`config.mk`:
```
export PLATFORM = sky130hd
export DESIGN_NAME = serial_link_flat
export DESIGN_NICKNAME = d
export VERILOG_FILES = /design/src/rtl/serial_link_if.sv /design/src/rtl/serial_link.sv /design/src/flat_wrapper.sv
export SDC_FILE = /design/constraint.sdc
export NUM_CORES = 1
export LEC_CHECK = 0
export ABC_AREA = 1
export CAP_MARGIN = 10
export CORE_ASPECT_RATIO = 0.8
export CORE_MARGIN = 1
export CORE_UTILIZATION = 61
export CTS_BUF_LIST = sky130_fd_sc_hd__clkbuf_16
export DETAILED_ROUTE_END_ITERATION = 16
export DONT_BUFFER_PORTS = 1
export HOLD_SLACK_MARGIN = 0.1
export PLACE_DENSITY = 0.8
export SYNTH_ARGS = -nofsm -noshare
export SYNTH_HDL_FRONTEND = slang
export SYNTH_SLANG_ARGS = --single-unit
```
`constraint.sdc`:
```
create_clock -name sys_clk -period 2.1 [get_ports sys_clk]
set_clock_uncertainty 0.05 [all_clocks]
set_input_delay 0.21 -clock sys_clk [delete_from_list [all_inputs] [get_ports sys_clk]]
set_output_delay 0.21 -clock sys_clk [all_outputs]
set_load 0.005 [all_outputs]
```
`src/rtl/serial_link_if.sv`:
```
// Parallel/serial signal bundle for serial_link.
// master = the user of the link, slave = the serial_link core.
interface serial_link_if #(
  parameter int WIDTH = 8
);
  logic [WIDTH-1:0] D_in;
  logic             send;
  logic             busy;
  logic             o_clk;
  logic             o_data;
  logic             o_strobe;
  logic             i_clk;
  logic             i_data;
  logic             i_strobe;
  logic [WIDTH-1:0] D_out;
  logic             valid;
  logic             parity_err;
  logic             frame_err;

  modport master (
    output D_in, send, i_clk, i_data, i_strobe,
    input  busy, o_clk, o_data, o_strobe, D_out, valid, parity_err, frame_err
  );

  modport slave (
    input  D_in, send, i_clk, i_data, i_strobe,
    output busy, o_clk, o_data, o_strobe, D_out, valid, parity_err, frame_err
  );
endinterface

```
`src/rtl/serial_link.sv`:
```
// Strobed serial link: framed TX serializer with divided bit clock and
// same-domain RX deserializer with bit-count and even-parity checking.
module serial_link #(
  parameter int WIDTH     = 8,
  parameter int DIV       = 1,
  parameter int MSB_FIRST = 1,
  parameter int PARITY_EN = 0
) (
  input  logic        sys_clk,
  input  logic        i_rst,
  serial_link_if.slave bus
);
  localparam int NBITS = WIDTH + PARITY_EN;
  localparam int PH_W  = $clog2(2 * DIV);
  localparam int BC_W  = $clog2(NBITS + 2);

  localparam logic [PH_W-1:0] PH_LAST  = PH_W'(2 * DIV - 1);
  localparam logic [PH_W-1:0] PH_HI    = PH_W'(DIV);
  localparam logic [BC_W-1:0] BIT_LAST = BC_W'(NBITS - 1);
  localparam logic [BC_W-1:0] CNT_FULL = BC_W'(NBITS);
  localparam logic [BC_W-1:0] CNT_SAT  = BC_W'(NBITS + 1);
  localparam logic [BC_W-1:0] WIDTH_C  = BC_W'(WIDTH);

  typedef enum logic [1:0] {IDLE, SHIFT, GAP} tx_state_e;

  function automatic logic [BC_W-1:0] sat_inc(input logic [BC_W-1:0] c);
    return (c == CNT_SAT) ? c : c + BC_W'(1);
  endfunction

  tx_state_e        state_q, state_d;
  logic [WIDTH-1:0] tx_sh_q, tx_sh_d;
  logic             tx_par_q, tx_par_d;
  logic [BC_W-1:0]  bit_q, bit_d;
  logic [PH_W-1:0]  ph_q, ph_d;
  logic             cur_bit;

  always_ff @(posedge sys_clk) begin
    if (i_rst) state_q <= IDLE;
    else       state_q <= state_d;
    tx_sh_q  <= tx_sh_d;
    tx_par_q <= tx_par_d;
    bit_q    <= bit_d;
    ph_q     <= ph_d;
  end

  always_comb begin
    state_d  = state_q;
    tx_sh_d  = tx_sh_q;
    tx_par_d = tx_par_q;
    bit_d    = bit_q;
    ph_d     = ph_q;
    case (state_q)
      IDLE: begin
        if (bus.send) begin
          state_d  = SHIFT;
          tx_sh_d  = bus.D_in;
          tx_par_d = ^bus.D_in;
          bit_d    = '0;
          ph_d     = '0;
        end
      end
      SHIFT: begin
        if (ph_q == PH_LAST) begin
          ph_d = '0;
          // Shift register exposes the next payload bit at a fixed end.
          if (MSB_FIRST != 0) tx_sh_d = {tx_sh_q[WIDTH-2:0], 1'b0};
          else                tx_sh_d = {1'b0, tx_sh_q[WIDTH-1:1]};
          if (bit_q == BIT_LAST) state_d = GAP;
          else                   bit_d   = bit_q + BC_W'(1);
        end else begin
          ph_d = ph_q + PH_W'(1);
        end
      end
      GAP:     state_d = IDLE;
      default: state_d = IDLE;
    endcase
  end

  always_comb begin
    if (bit_q < WIDTH_C) cur_bit = (MSB_FIRST != 0) ? tx_sh_q[WIDTH-1] : tx_sh_q[0];
    else                 cur_bit = tx_par_q;
  end

  always_comb begin
    bus.busy     = 1'b0;
    bus.o_strobe = 1'b0;
    bus.o_clk    = 1'b0;
    bus.o_data   = 1'b0;
    case (state_q)
      SHIFT: begin
        bus.busy     = 1'b1;
        bus.o_strobe = 1'b1;
        bus.o_clk    = (ph_q >= PH_HI);
        bus.o_data   = cur_bit;
      end
      GAP:     bus.busy = 1'b1;
      default: bus.busy = 1'b0;
    endcase
  end

  logic             clk_prev_q, stb_prev_q;
  logic [BC_W-1:0]  cnt_q, cnt_d;
  logic [WIDTH-1:0] pay_q, pay_d;
  logic             rpar_q, rpar_d;
  logic [WIDTH-1:0] dout_q, dout_d;
  logic             valid_q, valid_d, perr_q, perr_d, ferr_q, ferr_d;
  logic             rise, fall;

  assign rise = bus.i_clk & ~clk_prev_q;
  assign fall = stb_prev_q & ~bus.i_strobe;

  always_comb begin
    cnt_d   = cnt_q;
    pay_d   = pay_q;
    rpar_d  = rpar_q;
    dout_d  = dout_q;
    valid_d = 1'b0;
    perr_d  = 1'b0;
    ferr_d  = 1'b0;
    if (!bus.i_strobe) begin
      cnt_d = '0;
    end else if (rise) begin
      cnt_d = sat_inc(cnt_q);
      if (cnt_q < WIDTH_C) begin
        if (MSB_FIRST != 0) pay_d = {pay_q[WIDTH-2:0], bus.i_data};
        else                pay_d = {bus.i_data, pay_q[WIDTH-1:1]};
      end
      if (cnt_q == WIDTH_C) rpar_d = bus.i_data;
    end
    if (fall) begin
      if (cnt_q == CNT_FULL) begin
        dout_d  = pay_q;
        valid_d = 1'b1;
        perr_d  = (PARITY_EN != 0) && ((^pay_q) != rpar_q);
      end else begin
        ferr_d = 1'b1;
      end
    end
  end

  always_ff @(posedge sys_clk) begin
    if (i_rst) begin
      clk_prev_q <= 1'b0;
      stb_prev_q <= 1'b0;
      cnt_q      <= '0;
      dout_q     <= '0;
      valid_q    <= 1'b0;
      perr_q     <= 1'b0;
      ferr_q     <= 1'b0;
    end else begin
      clk_prev_q <= bus.i_clk;
      stb_prev_q <= bus.i_strobe;
      cnt_q      <= cnt_d;
      dout_q     <= dout_d;
      valid_q    <= valid_d;
      perr_q     <= perr_d;
      ferr_q     <= ferr_d;
    end
    pay_q  <= pay_d;
    rpar_q <= rpar_d;
  end

  assign bus.D_out      = dout_q;
  assign bus.valid      = valid_q;
  assign bus.parity_err = perr_q;
  assign bus.frame_err  = ferr_q;
endmodule

```
`src/flat_wrapper.sv`:
```
// flat-port wrapper written by rule: the top's interface ports become plain ports
module serial_link_flat 
#(
  parameter int WIDTH     = 8,
  parameter int DIV       = 1,
  parameter int MSB_FIRST = 1,
  parameter int PARITY_EN = 0
)
  (sys_clk, i_rst, bus_D_in, bus_send, bus_i_clk, bus_i_data, bus_i_strobe, bus_busy, bus_o_clk, bus_o_data, bus_o_strobe, bus_D_out, bus_valid, bus_parity_err, bus_frame_err);
  serial_link_if #(.WIDTH(WIDTH)) bus_i ();
  input  logic sys_clk;
  input  logic i_rst;
  input wire logic [$bits(bus_i.D_in)-1:0] bus_D_in;
  input wire logic [$bits(bus_i.send)-1:0] bus_send;
  input wire logic [$bits(bus_i.i_clk)-1:0] bus_i_clk;
  input wire logic [$bits(bus_i.i_data)-1:0] bus_i_data;
  input wire logic [$bits(bus_i.i_strobe)-1:0] bus_i_strobe;
  output wire logic [$bits(bus_i.busy)-1:0] bus_busy;
  output wire logic [$bits(bus_i.o_clk)-1:0] bus_o_clk;
  output wire logic [$bits(bus_i.o_data)-1:0] bus_o_data;
  output wire logic [$bits(bus_i.o_strobe)-1:0] bus_o_strobe;
  output wire logic [$bits(bus_i.D_out)-1:0] bus_D_out;
  output wire logic [$bits(bus_i.valid)-1:0] bus_valid;
  output wire logic [$bits(bus_i.parity_err)-1:0] bus_parity_err;
  output wire logic [$bits(bus_i.frame_err)-1:0] bus_frame_err;
  assign bus_i.D_in = bus_D_in;
  assign bus_i.send = bus_send;
  assign bus_i.i_clk = bus_i_clk;
  assign bus_i.i_data = bus_i_data;
  assign bus_i.i_strobe = bus_i_strobe;
  assign bus_busy = bus_i.busy;
  assign bus_o_clk = bus_i.o_clk;
  assign bus_o_data = bus_i.o_data;
  assign bus_o_strobe = bus_i.o_strobe;
  assign bus_D_out = bus_i.D_out;
  assign bus_valid = bus_i.valid;
  assign bus_parity_err = bus_i.parity_err;
  assign bus_frame_err = bus_i.frame_err;
  serial_link #(.WIDTH(WIDTH), .DIV(DIV), .MSB_FIRST(MSB_FIRST), .PARITY_EN(PARITY_EN)) u_core (.sys_clk(sys_clk), .i_rst(i_rst), .bus(bus_i));
endmodule
```
==> results of run 1 <==
==> synth_stat cells, drive strengths merged <==
library cell	instances
o21a	1
xor2	1
ha	8
a21boi	1
nand3	7
nor2	37
buf	3
o21ai	20
xnor2	1
nor4	1
nand2	59
dfxtp	18
conb	1
a21oi	3
inv	31
nor3b	1
edfxtp	22
==> metal layers <==
metal	vias to the layer above	GRT usage (%)	part of all wire (%)
li1	697	-	-
met1	640	25.3	40
met2	39	43.5	52
met3	5	8.93	6.2
met4	0	9.47	1.6
met5	-	0	0
==> cells by family (layout without fill, tap and decap cells) <==
group                      count (synthesis)  count (layout)  share of synthesized area, %
buffers and inverters                     34              46                          7.44
AOI/OAI and AO/OA                         25              25                          7.10
and+or+nand+nor                          105             105                          23.1
adders and majority gates                  8               8                          5.46
other                                      1               1                         0.205
DFF                                       40              40                          55.7
xor gates and xnor gates                   2               2                         0.956
==> flip-flops by register name, summed over array words and instances (netlist names) <==
name	cells
u_core.bit_q	4
u_core.tx_par_q	1
u_core.tx_sh_q	8
u_core.state_q	2
u_core.cnt_q	4
u_core.stb_prev_q	1
u_core.bus.valid	1
u_core.ph_q	1
u_core.pay_q	8
u_core.bus.frame_err	1
u_core.bus.D_out	8
u_core.clk_prev_q	1
==> worst paths after layout <==
check / endpoint / slack, ps / cells after the start
max: bus_o_data / 360 / 5
min: u_core.tx_par_q / 120 / 2
max reg2reg: u_core.bit_q[3] / 490 / 5
min reg2reg: u_core.pay_q[3] / 400 / 0
==> through the flow <==
stage          total power [W]  std cells  util [%]
2_1_floorplan          0.00152        215         -
4_1_cts                0.00249        265      74.4
3_5_place_dp           0.00167        253      67.2
6_report               0.00247        265      74.4
3_3_place_gp           0.00161        253      67.2
5_1_grt                0.00261        265      74.4
==> power by group <==
part	switching, W	leakage (nW)	internal, W
sequential	0.0000795	0.359	0.00106
clock	0.000291	0.0780	0.000509
combinational	0.000346	0.521	0.000183
total	0.000717	0.958	0.00175
==> final cells by class <==
class,instances,area [µm²]
clock buffer,6,150
clock inverter,2,12.5
fill,194,719
inverter,31,119
multi-input combinational,141,676
sequential,40,1020
tap,38,47.5
timing repair buffer,7,62.6
==> repair_timing <==
item	CTS	global route
hold buffers	4	0
endpoints found under the hold margin	7	0
resized for setup	0	0
==> reports/results.ini, run 1 <==
[floorplan]
fp.dieW_um=63.3
start_util_pct=65.3
die_y_um=51.0
io_pins=29
core_area_um2=2810
std_cell_rows=17
die-area_um2=3230

[setup_path]
crit_arrival_ps=1480
path_class=reg2out
cp-start-kind=flop
critical_path.cell_chain=inv_1, ha_1, buf_4, o21ai_0, nor2_1
slowest_delay_ps=310
cp_max_fo=20
worstSetupEndpointType=primary output
crit_path_top_delay_cell=dfxtp_1
reg2reg_from=u_core.state_q[1]
worst-path-buf-inv=2
crit_family=buffers and inverters
crit_start=u_core.state_q[1]
cp_data_required_time_ps=1840

[layout]
final_cell_mix=58 x nand2_1, 36 x nor2_1, 27 x inv_1, 22 x edfxtp_1, 19 x o21ai_0
final_common_cell=nand2_1
diodes=0
stdcell_area_um2=2090
nets=248
syn2layout_area_growth_pct=13.9
layout-drive-gt1-share_pct=7.93

[timing]
finalSetupViolCount=0
finalHoldViolations=0
hold_ws_ps=118
rsz0062_at_grt=false
fin_ws_ps=357
max_freq_mhz=574
tns_ps=0
min_period_ps=1740
fin_crit_sh_pct=83.0
drv_slew=0

[clocking]
clkLatencyLatePin_ps=280
cts_setup_buffers=0
cts-root-buf=clkbuf_16
cts_sinks=40
cts.path.max_buffers=2
cts_tree=built
cts_buffers=5
clk_pin_slew_ps=60
h-tree-depth=2

[global_routing]
antenna_found_initial=0
grt_start_max_net_pins=21
grt_pass1_vias=1364
grt.total_usage_pct=23.9
grt_first_pass_wirelength_um=5660
gr-total-overflow=0

[hold_path]
holdCritPathClass=in2reg
hp-start=bus_send

[job]
maxCapViolations=0

[placement]
port-buffer-count=0
dp_slack_ps=504
gp_congestion=0.799
place_hpwl_um=2450
placed_area_um2=1890

[logic_synthesis]
avgSynthCellArea_um2=8.53
yosysSeqAreaShare_pct=55.7
synth_area_leaders=edfxtp_1 36%, dfxtp_1 20%, nand2_1 12%
ys.warnings.count=0
syn_area_um2=1830
synth_top_area_share_pct=36.0
synthCells=215
syn-num-nets=237
synth_seq_cells=40
synth_cell_types=24
synth_largest_area_cell=edfxtp_1

[drt]
via_count=1381
wirelength_um=3460
drt-pass1-iter-count=5
drt_iter0_drc=75
drc=0
post_drt_wl_per_cell_um=13.1
ant_nets=0
viasPerCell=5.21

[power]
irDropWorstVdd_mv=0.823
power.density_nw_per_um2=1180
p_leak_nw=0.958

[run_status]
run_status=completed

Note: power is estimated with default switching activity, not from simulation.
==> run 2, diff against run 1 <==
CORE_UTILIZATION = 55   (was 61)
PLACE_DENSITY = 0.76   (was 0.8)
clock period = 1.6 ns   (was 2.1 ns; I/O delays follow)
==> reports/results.ini, run 2 (synthesis gave the netlist of run 1 again) <==
[run_status]
run_status=completed  ; unchanged

[global_routing]
grt.met3_usage_pct=6.36  ; was 8.93%
grt_first_pass_wirelength_um=5110  ; was 5660 µm
grtUsageMet2_pct=29.6  ; was 43.5%
grt_start_max_net_pins=17  ; was 21
grt.total_usage_pct=20.1  ; was 23.9%
grt_pass1_vias=1183  ; was 1364
grt.busiest_layer=met2  ; unchanged
gr-total-overflow=0  ; unchanged
met1_usage_pct=27.3  ; was 25.3%
antenna_found_initial=0  ; unchanged

[setup_path]
cp_data_required_time_ps=1530  ; was 1840 ps
cp-start-kind=flop  ; unchanged
cp_max_fo=4  ; was 20
path_common_cell=nand2_1
reg2reg_from=u_core.state_q[0]  ; was u_core.state_q[1]
crit_arrival_ps=1430  ; was 1480 ps
rrSetupSlack_ps=100  ; was 490 ps
worstSetupEndpointType=flop  ; was primary output
crit_path_top_delay_cell=dfxtp_4  ; was dfxtp_1
crit_family=flip-flops  ; was buffers and inverters
worst-path-buf-inv=1  ; was 2
path_class=reg2reg  ; was reg2out
critical_path.cell_chain=inv_1, ha_1, nand2_1, nand2_1, nor2_4, o21a_2  ; was inv_1, ha_1, buf_4, o21ai_0, nor2_1
r2r_end=u_core.bit_q[0]  ; was u_core.bit_q[3]
slowest_delay_ps=370  ; was 310 ps
reg2reg_depth=6  ; was 5

[floorplan]
die_y_um=53.6  ; was 51.0 µm
start_util_pct=58.6  ; was 65.3%
io_pins=29  ; unchanged
die-area_um2=3570  ; was 3230 µm²
core_area_um2=3130  ; was 2810 µm²
std_cell_rows=18  ; was 17
fp.dieW_um=66.5  ; was 63.3 µm

[drt]
drt-pass1-iter-count=4  ; was 5
ant_nets=0  ; unchanged
via_count=1347  ; was 1381
post_drt_wl_per_cell_um=11.9  ; was 13.1 µm
drt_iter0_drc=54  ; was 75
viasPerCell=4.99  ; was 5.21
wirelength_um=3210  ; was 3460 µm
drc=0  ; unchanged

[placement]
place_inst=256  ; was 253
placed_area_um2=1910  ; was 1890 µm²
gp_congestion=0.782  ; was 0.799
port-buffer-count=0  ; unchanged
place_hpwl_um=2330  ; was 2450 µm

[hold_path]
holdPathStages=2  ; unchanged
whs_endpoint=u_core.tx_sh_q[4]  ; was u_core.tx_par_q
holdCritPathClass=in2reg  ; unchanged
hp-start=bus_D_in[4]  ; was bus_send

[timing]
drv_slew=0  ; unchanged
tns_ps=0  ; unchanged
rsz0062_at_grt=false  ; unchanged
finalSetupViolCount=0  ; unchanged
finalHoldViolations=0  ; unchanged
max_freq_mhz=667
min_period_ps=1500
fin_crit_sh_pct=93.7

[job]
maxCapViolations=0  ; unchanged

[layout]
diodes=0  ; unchanged
final_cell_mix=58 x nand2_1, 35 x nor2_1, 27 x inv_1, 22 x edfxtp_1, 19 x o21ai_0  ; was 58 x nand2_1, 36 x nor2_1, 27 x inv_1, 22 x edfxtp_1, 19 x o21ai_0
instances_no_fill=270  ; was 265
stdcell_area_um2=2130  ; was 2090 µm²
nets=251  ; was 248
layout-drive-gt1-share_pct=10.4  ; was 7.93%
syn2layout_area_growth_pct=16.2  ; was 13.9%
final_common_cell=nand2_1  ; unchanged

[power]
pwr-share-clk_pct=29.2  ; was 32.4%
pwr-share-comb_pct=23.8  ; was 21.5%
irDropWorstVdd_mv=0.935  ; was 0.823 mV
power_switching_w=0.000947  ; was 0.000717 W
power.density_nw_per_um2=1500  ; was 1180 nW/µm²
p_leak_nw=0.975  ; was 0.958 nW
seqPwrFrac_pct=46.9  ; was 46.1%
switching_share_pct=29.6  ; was 29.0%
finalPower_w=0.00320  ; was 0.00247 W
internal_power_w=0.00225  ; was 0.00175 W

[clocking]
cts_tree=built  ; unchanged
cts-root-buf=clkbuf_16  ; unchanged
h-tree-depth=2  ; unchanged
clk_pin_slew_ps=60  ; about the same
cts_setup_buffers=0  ; unchanged
cts_sinks=40  ; unchanged
cts_buffers=5  ; unchanged
clkLatencyLatePin_ps=280  ; about the same
cts.path.max_buffers=2  ; unchanged

-- run 2: layout make-up --
cell class / instances / area, µm²
clock inverter: 3 / 15.0
sequential: 40 / 1020
timing repair buffer: 10 / 93.8
inverter: 31 / 119
tap: 40 / 50.0
clock buffer: 5 / 125
fill: 252 / 1000
multi-input combinational: 141 / 703
-- run 2: per-stage QoR --
stage / hold WS (ps) / worst slack, ps / utilization (%)
after floorplan: 182 / 15.5 / -
after global placement: 185 / 107 / 61.0
after detailed placement: 184 / -10.9 / 61.0
after CTS: 105 / 7.06 / 67.5
after global routing: 121 / 22.9 / 68.1
final: 110 / 100 / 68.1
-- run 2: power by group through the flow --
stage | Combinational, W | Clock [W] | Sequential, W
2_1_floorplan | 0.000544 | 0 | 0.00147
3_3_place_gp | 0.000694 | 0 | 0.00149
3_5_place_dp | 0.000718 | 0 | 0.00151
4_1_cts | 0.000747 | 0.000951 | 0.00149
5_1_grt | 0.000853 | 0.000998 | 0.00153
6_report | 0.000763 | 0.000935 | 0.00150
-- run 2: routing by layer --
layer,vias to the layer above,share of wire [%]
li1,706,-
met1,614,50
met2,23,45
met3,4,3.8
met4,0,1.2
met5,-,0
-- run 2: how the worst max path moves through the flow --
stage,depth (start not counted),startpoint,to
after detailed placement,6,u_core.state_q[0],u_core.bit_q[3]
after CTS,5,u_core.state_q[1],bus_o_data
after floorplan,6,u_core.state_q[1],u_core.bit_q[0]
final,6,u_core.state_q[0],u_core.bit_q[0]
after global placement,6,u_core.state_q[0],u_core.bit_q[3]
after global routing,6,u_core.state_q[0],u_core.bit_q[0]
-- run 2: timing repair --
item,in CTS,in global routing
resized for setup,2,5
endpoints found under the hold margin,11,0
hold buffers,6,0
setup endpoints to repair,5,13
